--- config.mk ---
export PLATFORM = sky130hd
export DESIGN_NAME = seq_signed_divider
export DESIGN_NICKNAME = d
export VERILOG_FILES = /design/src/rtl/seq_signed_divider.sv
export SDC_FILE = /design/constraint.sdc
export NUM_CORES = 1
export LEC_CHECK = 0
export ABC_CLOCK_PERIOD_IN_PS = 2200
export BUFFER_PORTS_ARGS = -buffer_cell sky130_fd_sc_hd__buf_2
export CORE_MARGIN = 4
export CORE_UTILIZATION = 25
export DETAILED_ROUTE_END_ITERATION = 10
export GPL_TIMING_DRIVEN = 1
export PLACE_DENSITY_LB_ADDON = 0.25
export SLEW_MARGIN = 10
export SYNTH_ARGS = -nofsm -noshare
export SYNTH_HDL_FRONTEND = slang
export SYNTH_SLANG_ARGS = --single-unit
--- constraint.sdc ---
create_clock -name clk -period 2.2 [get_ports clk]
set_input_delay 0.33 -clock clk [delete_from_list [all_inputs] [get_ports clk]]
set_output_delay 0.33 -clock clk [all_outputs]
set_load 0.02 [all_outputs]
--- src/rtl/seq_signed_divider.sv ---
// Iterative signed divider: restoring division on operand magnitudes, one quotient bit per
// clock, followed by a single sign-fix cycle. Fixed latency for every operand pair.
module seq_signed_divider #(
  parameter int unsigned WIDTH = 8
) (
  input  logic             clk,
  input  logic             rst_n,
  input  logic             start,
  input  logic [WIDTH-1:0] dividend,
  input  logic [WIDTH-1:0] divisor,
  output logic             busy,
  output logic             done,
  output logic [WIDTH-1:0] quotient,
  output logic [WIDTH-1:0] remainder,
  output logic             div_by_zero,
  output logic             overflow
);

  localparam int unsigned MW   = WIDTH + 1;
  localparam int unsigned CntW = $clog2(WIDTH + 2);

  localparam logic [CntW-1:0]  CntInit = CntW'(WIDTH + 1);
  localparam logic [CntW-1:0]  CntOne  = CntW'(1);
  localparam logic [WIDTH-1:0] MinNeg  = {1'b1, {(WIDTH-1){1'b0}}};

  typedef enum logic [1:0] {StIdle, StCalc, StFix} state_e;

  state_e           state_q, state_d;
  logic [CntW-1:0]  cnt_q, cnt_d;
  logic [MW-1:0]    rem_q, rem_d;
  logic [MW-1:0]    dvd_q, dvd_d;
  logic [MW-1:0]    dsr_q, dsr_d;
  logic [WIDTH-1:0] quo_q, quo_d;
  logic [WIDTH-1:0] dividend_q, dividend_d;
  logic             sign_a_q, sign_a_d;
  logic             sign_b_q, sign_b_d;
  logic             dz_q, dz_d;
  logic             ovf_q, ovf_d;

  logic [WIDTH-1:0] quotient_q, quotient_d;
  logic [WIDTH-1:0] remainder_q, remainder_d;
  logic             div_by_zero_q, div_by_zero_d;
  logic             overflow_q, overflow_d;
  logic             done_q, done_d;

  // Magnitudes are one bit wider so that |-2^(WIDTH-1)| is representable.
  logic [MW-1:0] a_sext, b_sext, a_mag, b_mag;
  assign a_sext = {dividend[WIDTH-1], dividend};
  assign b_sext = {divisor[WIDTH-1], divisor};
  assign a_mag  = dividend[WIDTH-1] ? -a_sext : a_sext;
  assign b_mag  = divisor[WIDTH-1]  ? -b_sext : b_sext;

  // Shared shift/trial-subtract datapath; the extra top bit of trial is its sign.
  logic [MW:0] shifted, trial;
  logic        trial_ok;
  assign shifted  = {rem_q, dvd_q[MW-1]};
  assign trial    = shifted - {1'b0, dsr_q};
  assign trial_ok = ~trial[MW];

  always_comb begin
    state_d       = state_q;
    cnt_d         = cnt_q;
    rem_d         = rem_q;
    dvd_d         = dvd_q;
    dsr_d         = dsr_q;
    quo_d         = quo_q;
    dividend_d    = dividend_q;
    sign_a_d      = sign_a_q;
    sign_b_d      = sign_b_q;
    dz_d          = dz_q;
    ovf_d         = ovf_q;
    quotient_d    = quotient_q;
    remainder_d   = remainder_q;
    div_by_zero_d = div_by_zero_q;
    overflow_d    = overflow_q;
    done_d        = 1'b0;

    unique case (state_q)
      StIdle: begin
        if (start) begin
          state_d    = StCalc;
          cnt_d      = CntInit;
          rem_d      = '0;
          quo_d      = '0;
          dvd_d      = a_mag;
          dsr_d      = b_mag;
          dividend_d = dividend;
          sign_a_d   = dividend[WIDTH-1];
          sign_b_d   = divisor[WIDTH-1];
          dz_d       = (divisor == '0);
          ovf_d      = (dividend == MinNeg) && (divisor == '1);
        end
      end

      StCalc: begin
        rem_d = trial_ok ? trial[MW-1:0] : shifted[MW-1:0];
        quo_d = {quo_q[WIDTH-2:0], trial_ok};
        dvd_d = {dvd_q[MW-2:0], 1'b0};
        cnt_d = cnt_q - CntOne;
        if (cnt_q == CntOne) begin
          state_d = StFix;
        end
      end

      StFix: begin
        state_d       = StIdle;
        done_d        = 1'b1;
        div_by_zero_d = dz_q;
        overflow_d    = ovf_q;
        if (dz_q) begin
          quotient_d  = '1;
          remainder_d = dividend_q;
        end else begin
          // Magnitudes here never exceed 2^(WIDTH-1), so the low WIDTH bits suffice.
          quotient_d  = (sign_a_q ^ sign_b_q) ? -quo_q : quo_q;
          remainder_d = sign_a_q ? -rem_q[WIDTH-1:0] : rem_q[WIDTH-1:0];
        end
      end

      default: state_d = StIdle;
    endcase
  end

  always_ff @(posedge clk or negedge rst_n) begin
    if (!rst_n) begin
      state_q       <= StIdle;
      cnt_q         <= '0;
      rem_q         <= '0;
      dvd_q         <= '0;
      dsr_q         <= '0;
      quo_q         <= '0;
      dividend_q    <= '0;
      sign_a_q      <= 1'b0;
      sign_b_q      <= 1'b0;
      dz_q          <= 1'b0;
      ovf_q         <= 1'b0;
      quotient_q    <= '0;
      remainder_q   <= '0;
      div_by_zero_q <= 1'b0;
      overflow_q    <= 1'b0;
      done_q        <= 1'b0;
    end else begin
      state_q       <= state_d;
      cnt_q         <= cnt_d;
      rem_q         <= rem_d;
      dvd_q         <= dvd_d;
      dsr_q         <= dsr_d;
      quo_q         <= quo_d;
      dividend_q    <= dividend_d;
      sign_a_q      <= sign_a_d;
      sign_b_q      <= sign_b_d;
      dz_q          <= dz_d;
      ovf_q         <= ovf_d;
      quotient_q    <= quotient_d;
      remainder_q   <= remainder_d;
      div_by_zero_q <= div_by_zero_d;
      overflow_q    <= overflow_d;
      done_q        <= done_d;
    end
  end

  assign busy        = (state_q != StIdle);
  assign done        = done_q;
  assign quotient    = quotient_q;
  assign remainder   = remainder_q;
  assign div_by_zero = div_by_zero_q;
  assign overflow    = overflow_q;

endmodule

# Word level (Yosys, flattened, before mapping)
# Cells that the tools add are included.
# totals
ff_bits,72
inputBits,19
output_inout_bits,20
wordCells,58
# op_classes
n_addsub,6
n_eq_ne,7
muxes,19
n_bitwise,2
n_reduce_logical,8
# ops
op,n
$mux W9,5
$mux W8,5
$pmux W9 S2,2
$neg A9 Y9,2
$eq A8 B8 Y1 const B,2
$neg A8 Y8,2
$pmux W8 S2,1
$sub A10 B9 Y10,1
$logic_not A8 Y1,1
$pmux W4 S2,1
$reduce_and A2 Y1,3
$eq A4 B1 Y1 const B,1
$mux W2,2
$mux W4,1
$ne A2 B2 Y1 const B,2
$pmux W2 S2,1
$reduce_bool A2 Y1,2
$sub A4 B1 Y4 const B,1
$eq A2 B1 Y1 const B,1
$eq A2 B2 Y1 const B,1
$logic_not A2 Y1,1
$logic_and A1 B1 Y1,1
$mux W1,1
$not A1 Y1,1
$xor A1 B1 Y1,1

# Longest topological paths before layout
# logic_depth
ltp_word,4
depth_mapped,10
depth_no_buf,10

# Worst setup path after synthesis
# Ideal clock, no wire load.
# synth_timing
path_type,flip-flop to flip-flop
startpoint,register dvd_q[8]
endpoint,register rem_q[8]
arrival_time_ns,2.116
slack_ns,-0.011
path_stages_with_launch,11
n_path_buf,0
period_less_slack_ns,2.211
path_cell_list,dfrtp_1 inv_1 ha_1 inv_1 fa_1 a21o_1 a221oi_1 a21oi_1 xnor2_1 and3_2 o31ai_1
# synth_between
elab_chain_cells,3
# synth_lines
item,line,text
start: declaration,31,"logic [MW-1:0] dvd_q, dvd_d;"
start signal: assignment,146,dvd_q <= dvd_d;
$sub A10 B9 Y10,57,"assign trial = shifted - {1'b0, dsr_q};"
$mux W9,96,rem_d = trial_ok ? trial[MW-1:0] : shifted[MW-1:0];
$pmux W9 S2,78,unique case (state_q)
end signal: assignment,145,rem_q <= rem_d;
end: declaration,30,"logic [MW-1:0] rem_q, rem_d;"
# No other way between the ends.
# A chain may end at the register's enable or synchronous reset.

# Worst setup path after layout
# Ends and elaborated chain as after synthesis.

==> flow_summary.ini <==
[critical_path]
rr_endpoint = rem_q[8]
crit_type = register to register
end_kind = register
ff2ff_path_depth = 10
r2r-start = dvd_q[8]
crit_required_ps = 2450
rrSetupSlack_ps = 20
path_max_fanout = 2
critPathLaunchType = register
arrival_ps = 2430

[global_routing]
grt_use_met2_pct = 19.1
grt_max_degree = 49
grt_first_pass_wirelength_um = 17000
gr-usage-met1_pct = 15.8
busiest_layer = met2
met3_usage_pct = 3.12
gr-total-overflow = 0
first_global_vias = 3298
grt_usage_pct = 11.9
antenna_found_initial = 0

[power_and_ir_drop]
max-vdd-ir-drop_v = 0.000600
pwr-share-seq_pct = 27.9
power.share.clock_pct = 19.7
swShare_pct = 40.1
p_leak_nw = 2.29
power-per-cell-area_nw_per_um2 = 1680
p_comb_share_pct = 52.4
p_int_w = 0.00483
power_w = 0.00807
netSwitchingPower_w = 0.00324

[logic_synthesis]
syn_nets = 468
synthDominantCellAreaShare_pct = 45.8
syn_inst = 432
ys_seq_area_share_pct = 45.8
synthTopCellsByCount = nand2_1, dfrtp_1, o21ai_0
synthArstFlopShare_pct = 100
postSynthAreaPerCell_sq_um = 8.98
synth_edf_count = 0
synth_area_leader_cell = dfrtp_1
ys_types = 49
synth_flop_cell = dfrtp_1
yosys_warnings = 0
synth_most_common_cell = nand2_1
synth_area_sq_um = 3880
ys_seq_elements = 71
synth_area_leaders = dfrtp_1, nand2_1, ha_1

[route]
drc = 0
num_vias = 3179
vias_per_cell = 4.67
wl_per_cell_um = 14.2
ant_nets = 0
firstDrtPassIters = 5
wirelength_um = 9660
drtIter0Drc = 173

[layout]
layout.cells.non_filler = 681
seqCellArea_sq_um = 1780
final_nets = 524
fillers = 1637
n_antenna_cell = 0
final_cell_area_sq_um = 4810
final_core_util_pct = 31.7
syn_to_final_growth_pct = 24.0
drive_above_1_share_pct = 20.5
multiInputGateArea_sq_um = 1950

[cts]
numCtsBuffers = 9
h-tree-depth = 3
cts.clk_slew.worst_paths_ps = 60
cts_tree = built
cts_root_buf = clkbuf_16
cts.sinks = 71
clk_path_buf_depth = 2
insertion_delay_ps = 330

[sta]
worst_slew_pin_slew_ps = 593
whs_ps = -0.0932
fin_worst_skew_ps = 8.39
finalMaxSlewViolations = 0
max_freq_mhz = 459
slew_headroom_pct = 60.5
rsz0062_at_grt = yes
setup_viol = 0
setup_ws_ps = 21.1
period_needed_ps = 2180
hold_violations = 1
fin_crit_sh_pct = 99.0

[floorplanning]
chipHeight_um = 133
dieArea_sq_um = 17600
core-area_sq_um = 15200
io_pins = 39
rows = 45
die_w_um = 133
initial_core_util_pct = 25.5

[placed_design]
place_inst = 662
dp_slack_ps = -47.0
dp_hpwl_um = 7200
io_buffers = 38
placed_area_sq_um = 4410
place_congestion = 0.762

[status]
outcome = finished, violations left
violations = negative hold slack

[run]
max_cap_viol_count = 0

[min_path]
min_path_type = primary input to asynchronous set/reset pin
-- metal layers --
metal | wire length, um | vias to the layer above
met5 | 0 | -
met4 | 138 | 0
met3 | 374 | 10
met2 | 4400 | 54
met1 | 4750 | 1529
li1 | - | 1586
-- power by group through the flow --
stage	sequential [W]	combinational, W	clock, W
global placement	0.00225	0.00398	0
detailed placement	0.00226	0.00405	0
finish	0.00225	0.00422	0.00159
CTS	0.00225	0.00409	0.00163
global route	0.00233	0.00479	0.00168
floorplan	0.00237	0.00278	0
-- worst max path at each step --
stage | start | endpoint | slack, ps
finish | dvd_q[8] | rem_q[8] | 20
detailed placement | dvd_q[8] | rem_q[8] | -50
global route | dvd_q[8] | rem_q[8] | -70
CTS | dvd_q[8] | rem_q[8] | 20
global placement | dvd_q[8] | rem_q[8] | 10
floorplan | rem_q[3] | rem_q[2] | 30
-- timing repair --
| action | CTS | global route |
|---|---|---|
| buffers inserted | 1 | 3 |
| setup endpoints to repair | 1 | 9 |
| pin swaps | 2 | 9 |
| hold buffers | 0 | 0 |
| gates resized for setup | 1 | 9 |
-- state kept, by name (all words and copies together) (netlist names) --
name and cells:
dsr_q 9, dvd_q 9, rem_q 9, dividend_q 8, quo_q 8, quotient 8, remainder 8, cnt_q 4
state_q 2, div_by_zero 1, done 1, dz_q 1, overflow 1, ovf_q 1, sign_b_q 1
-- kinds of logic (layout without fill, tap and decap cells) --
| logic type | after synthesis | after routing | synth area share, % |
|---|---|---|---|
| buf+inv | 46 | 107 | 5.45 |
| fa+ha+maj | 17 | 17 | 5.67 |
| simple gates | 160 | 160 | 18.6 |
| compound gates | 105 | 105 | 16.9 |
| xor+xnor | 27 | 27 | 6.09 |
| mux | 6 | 6 | 1.55 |
| flops | 71 | 71 | 45.8 |
-- per-stage QoR --
| stage | hold slack, ps | setup TNS [ps] |
|---|---|---|
| finish | -0.0932 | 0 |
| global route | 49.9 | -166 |
| CTS | 24.1 | 0 |
| detailed placement | 377 | -47.0 |
| global placement | 377 | 0 |
| floorplan | 34.4 | 0 |
-- layout make-up --
class                   instances  area share [%]
clock buffers                  13            5.41
repair buffers                 67            9.00
well taps                     188            4.89
inverters                      24            1.87
flip-flops and latches         71            36.9
clock inverters                 3            1.35
multi-input cells             315            40.6
-- layout by cell type (no fill, tap or decap), types with 6 or more instances in the layout --
cell type and n:
o21ai_0 40, dfrtp_1 71, buf_2 38, a22o_1 7
xor2_1 16, nand2_1 86, xnor2_1 10, nand4_1 9
ha_1 14, a21oi_1 21, mux2i_1 6, inv_1 23
clkbuf_16 9, nor2_1 29, a22oi_1 6, o211ai_1 6
or3_1 7, buf_4 27
-- worst max-delay path, cell delays in order (launching register included) --
cell      delay (ps)
dfrtp_1          380
inv_1             70
ha_2             190
inv_2             40
fa_2             350
a21o_1           200
a221oi_2         280
a21oi_2          100
xnor2_1          130
and3_4           160
o31ai_2          190
Note: power is estimated with default switching activity, not from simulation.
